`src/rtl/fp16_float_adder_pkg.sv`:
```
// fp16_float_adder_pkg: binary16 format constants and field layout shared by the adder.
package fp16_pkg;
  localparam int EXP_W = 5;
  localparam int MAN_W = 10;
  localparam int BIAS = 15;
  localparam int EXP_MAX = 31;
  localparam logic [15:0] QNAN = 16'h7E00;
  localparam logic [15:0] PINF = 16'h7C00;
  localparam logic [15:0] NINF = 16'hFC00;
  typedef struct packed {
    logic sign;
    logic [EXP_W-1:0] exp;
    logic [MAN_W-1:0] frac;
  } fp16_t;
endpackage

```
`src/rtl/fp16_float_adder_if.sv`:
```
// fp16_float_adder_if: operand and result bundle between the datapath and the adder.
interface fp16_float_adder_if;
  import fp16_pkg::*;
  fp16_t input1;
  fp16_t input2;
  fp16_t result;
  modport master(output input1, output input2, input result);
  modport slave(input input1, input input2, output result);
endinterface

```
`src/rtl/fp16_float_adder_lzc.sv`:
```
// fp_lzc16: leading-zero count of the 14-bit pre-normalized significand (14 when all zero).
module fp_lzc16 (
  input  logic [13:0] value,
  output logic [3:0]  count
);
  always_comb begin
    count = 4'd14;
    for (int i = 0; i < 14; i++)
      if (value[i]) count = 4'(13 - i);
  end
endmodule

```
`src/rtl/fp16_float_adder.sv`:
```
// fp16_float_adder: binary16 a+b, round-to-nearest-even with gradual underflow, one register stage.
module fp16_float_adder
  import fp16_pkg::*;
(
  input  logic clk,
  input  logic rst_n,
  fp16_float_adder_if.slave io
);
  fp16_t a, b, big, nxt;
  logic swap, eff_sub, rnd;
  logic a_nan, b_nan, a_inf, b_inf;
  logic [14:0] small_mag;
  logic [4:0] eb, es, diff, lim;
  logic [10:0] mb, ms;
  logic [26:0] shf;
  logic [13:0] al, norm;
  logic [14:0] bx, sum;
  logic [3:0] lz, shl;
  logic [5:0] en, ef;
  logic [11:0] mr;
  logic [9:0] ff;
  assign a = io.input1;
  assign b = io.input2;
  assign a_nan = (&a.exp) && (|a.frac);
  assign b_nan = (&b.exp) && (|b.frac);
  assign a_inf = (&a.exp) && !(|a.frac);
  assign b_inf = (&b.exp) && !(|b.frac);
  assign eff_sub = a.sign ^ b.sign;
  assign swap = b[14:0] > a[14:0];
  assign big = swap ? b : a;
  assign small_mag = swap ? a[14:0] : b[14:0];
  // subnormals share the minimum exponent and have no hidden bit
  assign eb = big.exp == '0 ? 5'd1 : big.exp;
  assign es = small_mag[14:10] == '0 ? 5'd1 : small_mag[14:10];
  assign mb = {big.exp != '0, big.frac};
  assign ms = {small_mag[14:10] != '0, small_mag[9:0]};
  assign diff = eb - es;
  // shifts of 13 or more push every bit into sticky through the wide shifter
  assign shf = {ms, 16'b0} >> diff;
  assign al = {shf[26:14], |shf[13:0]};
  assign bx = {1'b0, mb, 3'b0};
  assign sum = eff_sub ? bx - {1'b0, al} : bx + {1'b0, al};
  fp_lzc16 u_lzc (.value(sum[13:0]), .count(lz));
  assign lim = eb - 5'd1;
  assign shl = {1'b0, lz} > lim ? lim[3:0] : lz;
  assign norm = sum[14] ? {sum[14:2], |sum[1:0]} : sum[13:0] << shl;
  assign en = sum[14] ? {1'b0, eb} + 6'd1 : {1'b0, eb} - {2'b0, shl};
  assign rnd = norm[2] & (norm[1] | norm[0] | norm[3]);
  assign mr = {1'b0, norm[13:3]} + {11'b0, rnd};
  assign ef = mr[11] ? en + 6'd1 : (mr[10] ? en : 6'd0);
  assign ff = mr[11] ? mr[10:1] : mr[9:0];
  always_comb
    nxt = (a_nan || b_nan || (a_inf && b_inf && eff_sub)) ? QNAN :
          a_inf ? a :
          b_inf ? b :
          sum == '0 ? {a.sign & b.sign, 15'b0} :
          ef >= 6'(EXP_MAX) ? (big.sign ? NINF : PINF) :
          {big.sign, ef[4:0], ff};
  always_ff @(posedge clk)
    io.result <= !rst_n ? '0 : nxt;
endmodule

```
`src/flat_wrapper.sv`:
```
// flat-port wrapper written by rule: the top's interface ports become plain ports
module fp16_float_adder_flat import fp16_pkg::*;
  (clk, rst_n, io_input1, io_input2, io_result);
  fp16_float_adder_if io_i ();
  input  logic clk;
  input  logic rst_n;
  input wire logic [$bits(io_i.input1)-1:0] io_input1;
  input wire logic [$bits(io_i.input2)-1:0] io_input2;
  output wire logic [$bits(io_i.result)-1:0] io_result;
  assign io_i.input1 = io_input1;
  assign io_i.input2 = io_input2;
  assign io_result = io_i.result;
  fp16_float_adder u_core (.clk(clk), .rst_n(rst_n), .io(io_i));
endmodule
```
`config.mk`:
```
export PLATFORM = sky130hd
export DESIGN_NAME = fp16_float_adder_flat
export DESIGN_NICKNAME = d
export VERILOG_FILES = /design/src/rtl/fp16_float_adder_pkg.sv /design/src/rtl/fp16_float_adder_if.sv /design/src/rtl/fp16_float_adder_lzc.sv /design/src/rtl/fp16_float_adder.sv /design/src/flat_wrapper.sv
export SDC_FILE = /design/constraint.sdc
export NUM_CORES = 1
export LEC_CHECK = 0
export CORE_MARGIN = 1
export CORE_UTILIZATION = 40
export DETAILED_ROUTE_END_ITERATION = 6
export PLACE_DENSITY = 0.7
export RECOVER_POWER = 25
export SETUP_SLACK_MARGIN = 0.2
export SYNTH_ARGS = -nofsm -noshare
export SYNTH_HDL_FRONTEND = slang
export SYNTH_SLANG_ARGS = --single-unit
```
`constraint.sdc`:
```
create_clock -name clk -period 14.4 [get_ports clk]
set_input_delay 1.44 -clock clk [delete_from_list [all_inputs] [get_ports clk]]
set_output_delay 1.44 -clock clk [all_outputs]
set_load 0.05 [all_outputs]
```
==> summary.txt, run 1 <==
CTS
  – Number of buffers on the longest clock path: 2
  – Clock tree from TritonCTS: yes
  – Buffer cell driving the clock tree root: sky130_fd_sc_hd__clkbuf_16
  – Clock transition at the register clock pins on the worst setup and hold paths after CTS: around 0.050 ns
  – H-tree levels: 1
  – Clock sink total: 16
  – TritonCTS buffer count: 3
  – Count of hold buffers inserted by post-cts repair: 0

Final layout
  – Layout cells sized above 1: about 16%
  – Number of flip-flops in the largest register: 16
  – Registers with the most flip-flops: u_core.io.result x16
  – Final core utilization: roughly half
  – Non-Filler Instances: about 1400
  – Count of antenna diodes in the layout: 0
  – Area growth from synthesis to final layout: 19.6%
  – Most frequent standard cell in the layout excluding fill and tap cells: sky130_fd_sc_hd__nand2_1
  – Layout net count: 1238
  – Number of fill cells in the layout: between 1500 and 2000
  – Most flops, register: u_core.io.result
  – Most frequent cells in the layout: 106 x sky130_fd_sc_hd__nand2_1, 89 x sky130_fd_sc_hd__nor2_1, 75 x sky130_fd_sc_hd__inv_1

Synth
  – Most used flip-flop cell after synthesis: sky130_fd_sc_hd__dfxtp_1
  – Post-synthesis instance total: 1072
  – Post-synthesis cell area: approximately 7200 um2
  – Combinational family with the most area after synthesis: compound AO/OA/AOI/OAI gates
  – Adder-cell area share of the yosys netlist: approximately a tenth
  – Portion of the post-synthesis area used by sequential elements: under 10%
  – Post-synthesis cell type count: 104
  – Synthesized Nets: 1165
  – Multiplexer share of the synthesized area: under 10%
  – Post-Synth XOR/XNOR Area: about 4.5%
  – Post-synthesis area per instance: approximately 6.7 um2
  – FF+latch count, synth: 16
  – Count of flip-flops with a built-in enable after synthesis: 0
  – Area fraction in and, or, nand and nor cells after synthesis: between 20 and 30%
  – Ys async rst share: 0%
  – Compound-cell area share of the yosys netlist: between 40% and 50%
  – Yosys warning count: 0

Setup path
  – Kind of end point of the critical path: flip-flop
  – Crit path buf inv count: 10
  – Path type of the worst setup path: input pin to flip-flop
  – Launching element of the worst setup path: io_input1[8]
  – Slowest Stage Delay on Critical Path: between 0.5 and 0.6 ns
  – Critical path depth: 63
  – Element type at the critical path start: input pin
  – Critical Path End: u_core.io.result[14]
  – Worst path arrival time: around 14 ns
  – Data required time of the critical path: roughly 15 ns
  – Top cell family by delay on the critical path: simple AND/OR/NAND/NOR gates
  – Crit-path max FO: 21
  – Cell with the biggest individual delay on the critical path: sky130_fd_sc_hd__clkdlybuf4s50_1

Power and ir drop
  – Combinational share of power: a little over nine tenths
  – Power density cells: around 280 nW/um2
  – P_sw: about 1.5 mW
  – Overall power of the completed layout: 2.46 mW
  – Part of the power in registers: 2.9%
  – Peak supply drop: 0.000196 V
  – Switching Share: just over 60%
  – Clock network fraction of total power: between 2 and 3%
  – Int Power: roughly 0.95 mW
  – Leakage power total: approximately 3.5 nW

Timing
  – Worst Hold Slack: 1.88 ns
  – Slew of the pin with the lowest slew margin: a little under 0.9 ns
  – Headroom to the max-slew limit: 40.1%
  – Finish-stage setup viols: 0
  – Final hold viol count: 0
  – Minimum period implied by the final worst setup slack: about 14 ns
  – Maximum achievable frequency: 74.0 MHz
  – Final count of pins violating max slew: 0
  – TNS Setup: 0 ns
  – Unrepaired setup endpoints after global routing: no
  – Part of the cycle the worst path needs: between 90 and 100%

Run status
  – Result of the run: finished clean

Routing
  – Vias: between 9000 and 10000
  – Vias/cell: 6.65
  – Final routed wirelength across all metal layers: 28.0 mm
  – Violation count after the first detailed-routing iteration: roughly 1000
  – Per-cell routed wire length: between 20 and 25 um
  – Remaining design rule violation count: 0
  – Antenna-violating nets left: 0
  – Iteration count of the initial detailed-routing pass: 6

Die
  – Die H: 136 um
  – Site row count: 48
  – Core footprint: ~17000 um2
  – Total die area: approximately 19000 um2
  – Die width: about 140 um
  – Top-level I/O count: 50
  – Starting density of the core: 41.3%

Global route
  – First-pass GRT wire length: around 43 mm
  – Via count of the first global-routing pass: between 8000 and 9000
  – Largest net degree at the start of global routing: 38
  – Leftover overflow at the end of global routing: 0
  – Antenna violations before repair: 0
  – Overall Global Routing Usage: between 20% and 30%

Placed design
  – Routability-driven placement congestion ratio: just under 1
  – Number of placed cells counting well taps: 1355
  – IO Port Bufs: 49
  – Detailed-placement wirelength estimate: approximately 22 mm

Run
  – Max-cap viol count: 0

Hold path
  – Class of the worst hold path: input pin to flip-flop
==> Yosys cell counts, types with 5 or more instances <==
library cell,number,area [um2]
sky130_fd_sc_hd__o21ai_0,51,255
sky130_fd_sc_hd__o221ai_1,7,61.3
sky130_fd_sc_hd__buf_6,7,78.8
sky130_fd_sc_hd__buf_2,9,45.0
sky130_fd_sc_hd__nor2_1,95,357
sky130_fd_sc_hd__mux2i_1,14,140
sky130_fd_sc_hd__xor2_1,10,87.6
sky130_fd_sc_hd__a21oi_1,72,360
sky130_fd_sc_hd__dfxtp_1,16,320
sky130_fd_sc_hd__a2bb2oi_1,11,96.3
sky130_fd_sc_hd__inv_1,75,282
sky130_fd_sc_hd__a31oi_1,23,144
sky130_fd_sc_hd__nand3b_1,6,45.0
sky130_fd_sc_hd__o21bai_1,10,75.1
sky130_fd_sc_hd__nand3_1,47,235
sky130_fd_sc_hd__xnor2_1,27,236
sky130_fd_sc_hd__nand2b_1,11,68.8
sky130_fd_sc_hd__o31ai_1,6,45.0
sky130_fd_sc_hd__a32oi_1,6,52.6
sky130_fd_sc_hd__nor3_1,38,190
sky130_fd_sc_hd__a221oi_1,5,43.8
sky130_fd_sc_hd__a2111oi_0,7,61.3
sky130_fd_sc_hd__or3_1,9,56.3
sky130_fd_sc_hd__o32a_1,6,60.1
sky130_fd_sc_hd__a211oi_1,31,233
sky130_fd_sc_hd__and4_1,5,43.8
sky130_fd_sc_hd__or2_2,10,62.6
sky130_fd_sc_hd__and2_1,9,56.3
sky130_fd_sc_hd__nand4_1,18,113
sky130_fd_sc_hd__and3_1,10,62.6
sky130_fd_sc_hd__nand2_1,111,417
sky130_fd_sc_hd__o21a_1,15,113
sky130_fd_sc_hd__o2111ai_1,9,78.8
sky130_fd_sc_hd__o211ai_1,32,240
sky130_fd_sc_hd__nor4_1,14,87.6
sky130_fd_sc_hd__a21o_1,14,105
sky130_fd_sc_hd__a211o_1,8,70.1
sky130_fd_sc_hd__ha_1,56,701
sky130_fd_sc_hd__clkbuf_1,29,109
sky130_fd_sc_hd__o22ai_1,15,93.8
==> repair_timing <==
item	in CTS	in global routing
pin swaps	0	16
buffers inserted	0	9
gates resized for setup	5	58
cloned	0	1
endpoints found under the setup margin	15	15
==> per-layer routing <==
metal  wire [um]  global-route usage, %
met3        2560                   5.18
met5           0                      0
met1       12500                   41.4
met2       12000                   44.9
met4        1010                   9.38
==> layout make-up <==
| class | count | area [um2] | area share [%] |
|---|---|---|---|
| tap | 225 | 282 | 3.26 |
| clock buffer | 4 | 88.8 | 1.03 |
| multi-input combinational | 923 | 6580 | 76.2 |
| inverter | 78 | 309 | 3.58 |
| timing repair buffer | 123 | 1050 | 12.2 |
| sequential | 16 | 320 | 3.71 |
==> power groups by stage <==
stage	logic [mW]	clock network [mW]	registers, mW
CTS	2.11	0.0617	0.0706
floorplan	1.52	0	0.121
global placement	2.10	0	0.0709
finish	2.33	0.0607	0.0704
detailed placement	2.09	0	0.0710
global route	2.50	0.0642	0.0714
==> worst min-delay path by stage <==
stage                            to  start  cells past startpoint  slack (ns)
3_5_place_dp   u_core.io.result[15]  rst_n                      3        2.12
5_1_grt        u_core.io.result[15]  rst_n                      3        1.89
2_1_floorplan  u_core.io.result[15]  rst_n                      2        1.57
4_1_cts        u_core.io.result[15]  rst_n                      3        1.86
3_3_place_gp   u_core.io.result[15]  rst_n                      3        2.12
6_report       u_core.io.result[15]  rst_n                      3        1.88
==> cell families after synthesis <==
kind of cell | after synthesis
and+or+nand+nor | 413
AOI/OAI and AO/OA | 396
buffers and inverters | 134
adders and majority gates | 59
xor gates and xnor gates | 37
muxes | 17
DFF | 16
==> stage by stage <==
step	setup slack, ns	cell area [um2]
6_report	0.895	8630
5_1_grt	0.00778	8630
4_1_cts	0.241	8280
3_5_place_dp	-0.273	8170
3_3_place_gp	-0.0338	8170
2_1_floorplan	0.288	7220
(Power assumes the default switching activity.)
==> inputs of run 2 (changes only) <==
--- a/config.mk
+++ b/config.mk
@@ -5,6 +5,7 @@
 export SDC_FILE = /design/constraint.sdc
 export NUM_CORES = 1
 export LEC_CHECK = 0
+export CAP_MARGIN = 40
 export CORE_MARGIN = 1
 export CORE_UTILIZATION = 40
 export DETAILED_ROUTE_END_ITERATION = 6
==> summary.txt, run 2 (synthesis results as in run 1) <==
Final layout
  – Count of antenna diodes in the layout: 0
  – Registers with the most flip-flops: u_core.io.result x16
  – Area growth from synthesis to final layout: 20.4%
  – Number of flip-flops in the largest register: 16
  – Most frequent standard cell in the layout excluding fill and tap cells: sky130_fd_sc_hd__nand2_1
  – Number of fill cells in the layout: roughly 1800
  – Most flops, register: u_core.io.result
  – Multi-input combinational cell area: 6550 um2
  – Most frequent cells in the layout: 109 x sky130_fd_sc_hd__nand2_1, 89 x sky130_fd_sc_hd__nor2_1, 79 x sky130_fd_sc_hd__buf_4
  – Sequential cell area: between 300 and 400 um2
  – Layout cells sized above 1: between 10% and 20%
  – Layout net count: about 1300

Timing
  – Finish-stage setup viols: 0
  – Slew of the pin with the lowest slew margin: 1.00 ns
  – Final count of pins violating max slew: 0
  – Maximum achievable frequency: around 73 MHz
  – Worst Hold Slack: ~1.9 ns
  – Part of the cycle the worst path needs: 95.1%
  – Final hold viol count: 0
  – Headroom to the max-slew limit: 32.6%
  – Minimum period implied by the final worst setup slack: around 14 ns

CTS
  – Buffer cell driving the clock tree root: sky130_fd_sc_hd__clkbuf_16
  – H-tree levels: 1
  – TritonCTS buffer count: 3
  – Clock tree from TritonCTS: yes
  – Count of hold buffers inserted by post-cts repair: 0
  – Number of buffers on the longest clock path: 2
  – Clock transition at the register clock pins on the worst setup and hold paths after CTS: roughly 0.050 ns
  – Clock sink total: 16

Power and ir drop
  – Peak supply drop: roughly 0.00018 V
  – Overall power of the completed layout: approximately 2.5 mW
  – Leakage power total: 3.57 nW
  – Power density cells: roughly 290 nW/um2

Setup path
  – Kind of end point of the critical path: flip-flop
  – Crit-path max FO: 12
  – Path type of the worst setup path: input pin to flip-flop
  – Element type at the critical path start: input pin
  – Data required time of the critical path: ~15 ns
  – Launching element of the worst setup path: io_input1[8]
  – Worst path arrival time: around 14 ns
  – Slowest Stage Delay on Critical Path: 0.61 ns
  – Cell with the biggest individual delay on the critical path: sky130_fd_sc_hd__or4_1
  – Critical Path End: u_core.io.result[4]

Die
  – Total die area: ~19000 um2
  – Die width: 136 um
  – Site row count: 48
  – Core footprint: approximately 17000 um2
  – Top-level I/O count: 50
  – Die H: roughly 140 um
  – Starting density of the core: between 40 and 50%

Hold path
  – Class of the worst hold path: input pin to flip-flop
  – Cell depth of the worst min-delay path: 3

Run status
  – Result of the run: finished clean

Routing
  – Antenna-violating nets left: 0
  – Per-cell routed wire length: 20.9 um
  – Final routed wirelength across all metal layers: a little under 30 mm
  – Vias: 9156
  – Iteration count of the initial detailed-routing pass: 6
  – Routed met3 length: about 2.7 mm
  – Vias/cell: 6.63
  – Top routing layer used: met4
  – Remaining design rule violation count: 0
  – Violation count after the first detailed-routing iteration: 1031
  – Met2 WL: between 10 and 15 mm
  – DRT met1 WL: 12.6 mm

Global route
  – First-pass GRT wire length: 43.7 mm
  – Largest net degree at the start of global routing: 38
  – Overall Global Routing Usage: between 20 and 30%
  – Antenna violations before repair: 0
  – Via count of the first global-routing pass: 8287
  – Leftover overflow at the end of global routing: 0

Placed design
  – Detailed-placement wirelength estimate: around 23 mm
  – Routability-driven placement congestion ratio: just under 1
  – IO Port Bufs: 49

Run
  – Max-cap viol count: 0
run 2: cell types whose count changed in the layout (fill, tap and decap cells not counted), moves of 2 or more:
| cell | delta |
|---|---|
| sky130_fd_sc_hd__nand2_2 | -3 |
| sky130_fd_sc_hd__a21oi_2 | +3 |
| sky130_fd_sc_hd__a21oi_1 | -3 |
| sky130_fd_sc_hd__buf_2 | +2 |
| sky130_fd_sc_hd__nand2_1 | +3 |
| sky130_fd_sc_hd__buf_4 | +6 |
run 2: worst min path at each step:
stage	startpoint	endpoint	slack [ns]
final	rst_n	u_core.io.result[15]	1.88
after global routing	rst_n	u_core.io.result[15]	1.89
after CTS	rst_n	u_core.io.result[15]	1.86
after detailed placement	rst_n	u_core.io.result[15]	2.11
after global placement	rst_n	u_core.io.result[15]	2.12
after floorplan	rst_n	u_core.io.result[15]	1.57
run 2: routing by layer:
| layer | global-route usage (%) | up-vias |
|---|---|---|
| met3 | 6.26 | 96 |
| li1 | - | 4294 |
| met4 | 8.52 | 0 |
| met1 | 41.2 | 4228 |
| met2 | 45.7 | 538 |
| met5 | 0 | - |
run 2: power by group:
| part | internal, mW | switching [mW] | total, mW |
|---|---|---|---|
| registers | 0.0649 | 0.00506 | 0.0699 |
| clock network | 0.0422 | 0.0177 | 0.0598 |
| logic | 0.871 | 1.50 | 2.37 |
| total | 0.978 | 1.52 | 2.50 |
run 2: stage by stage:
stage	TNS (ns)	worst slack, ns	cell area, um2	util, %	cells
6_report	0	0.709	8690	49.7	1381
5_1_grt	-0.678	-0.121	8690	49.7	1381
4_1_cts	0	0.324	8320	47.6	1363
3_5_place_dp	-3.74	-0.351	8170	46.8	1356
3_3_place_gp	-0.0338	-0.0338	8170	46.7	1355
2_1_floorplan	0	0.288	7220	-	1072
run 2: layout make-up:
type | instances | area share, %
tap | 225 | 3.24
multi-input combinational | 924 | 75.3
clock buffer | 4 | 1.02
sequential | 16 | 3.69
timing repair buffer | 134 | 13.2
inverter | 78 | 3.56
run 2: what timing repair did:
item                                    4_1_cts  5_1_grt
gates resized for setup                       6       52
endpoints found under the setup margin       15       15
cloned                                        0        3
setup buffers                                 3       14
pin swaps                                     2       13
run 2: critical path, delay by kind of cell:
| family | cells | cell delay, ns |
|---|---|---|
| simple gates | 21 | 3.91 |
| compound gates | 22 | 4.42 |
| buf+inv | 10 | 1.80 |
| xor+xnor | 1 | 0.17 |
| fa+ha+maj | 7 | 2.07 |
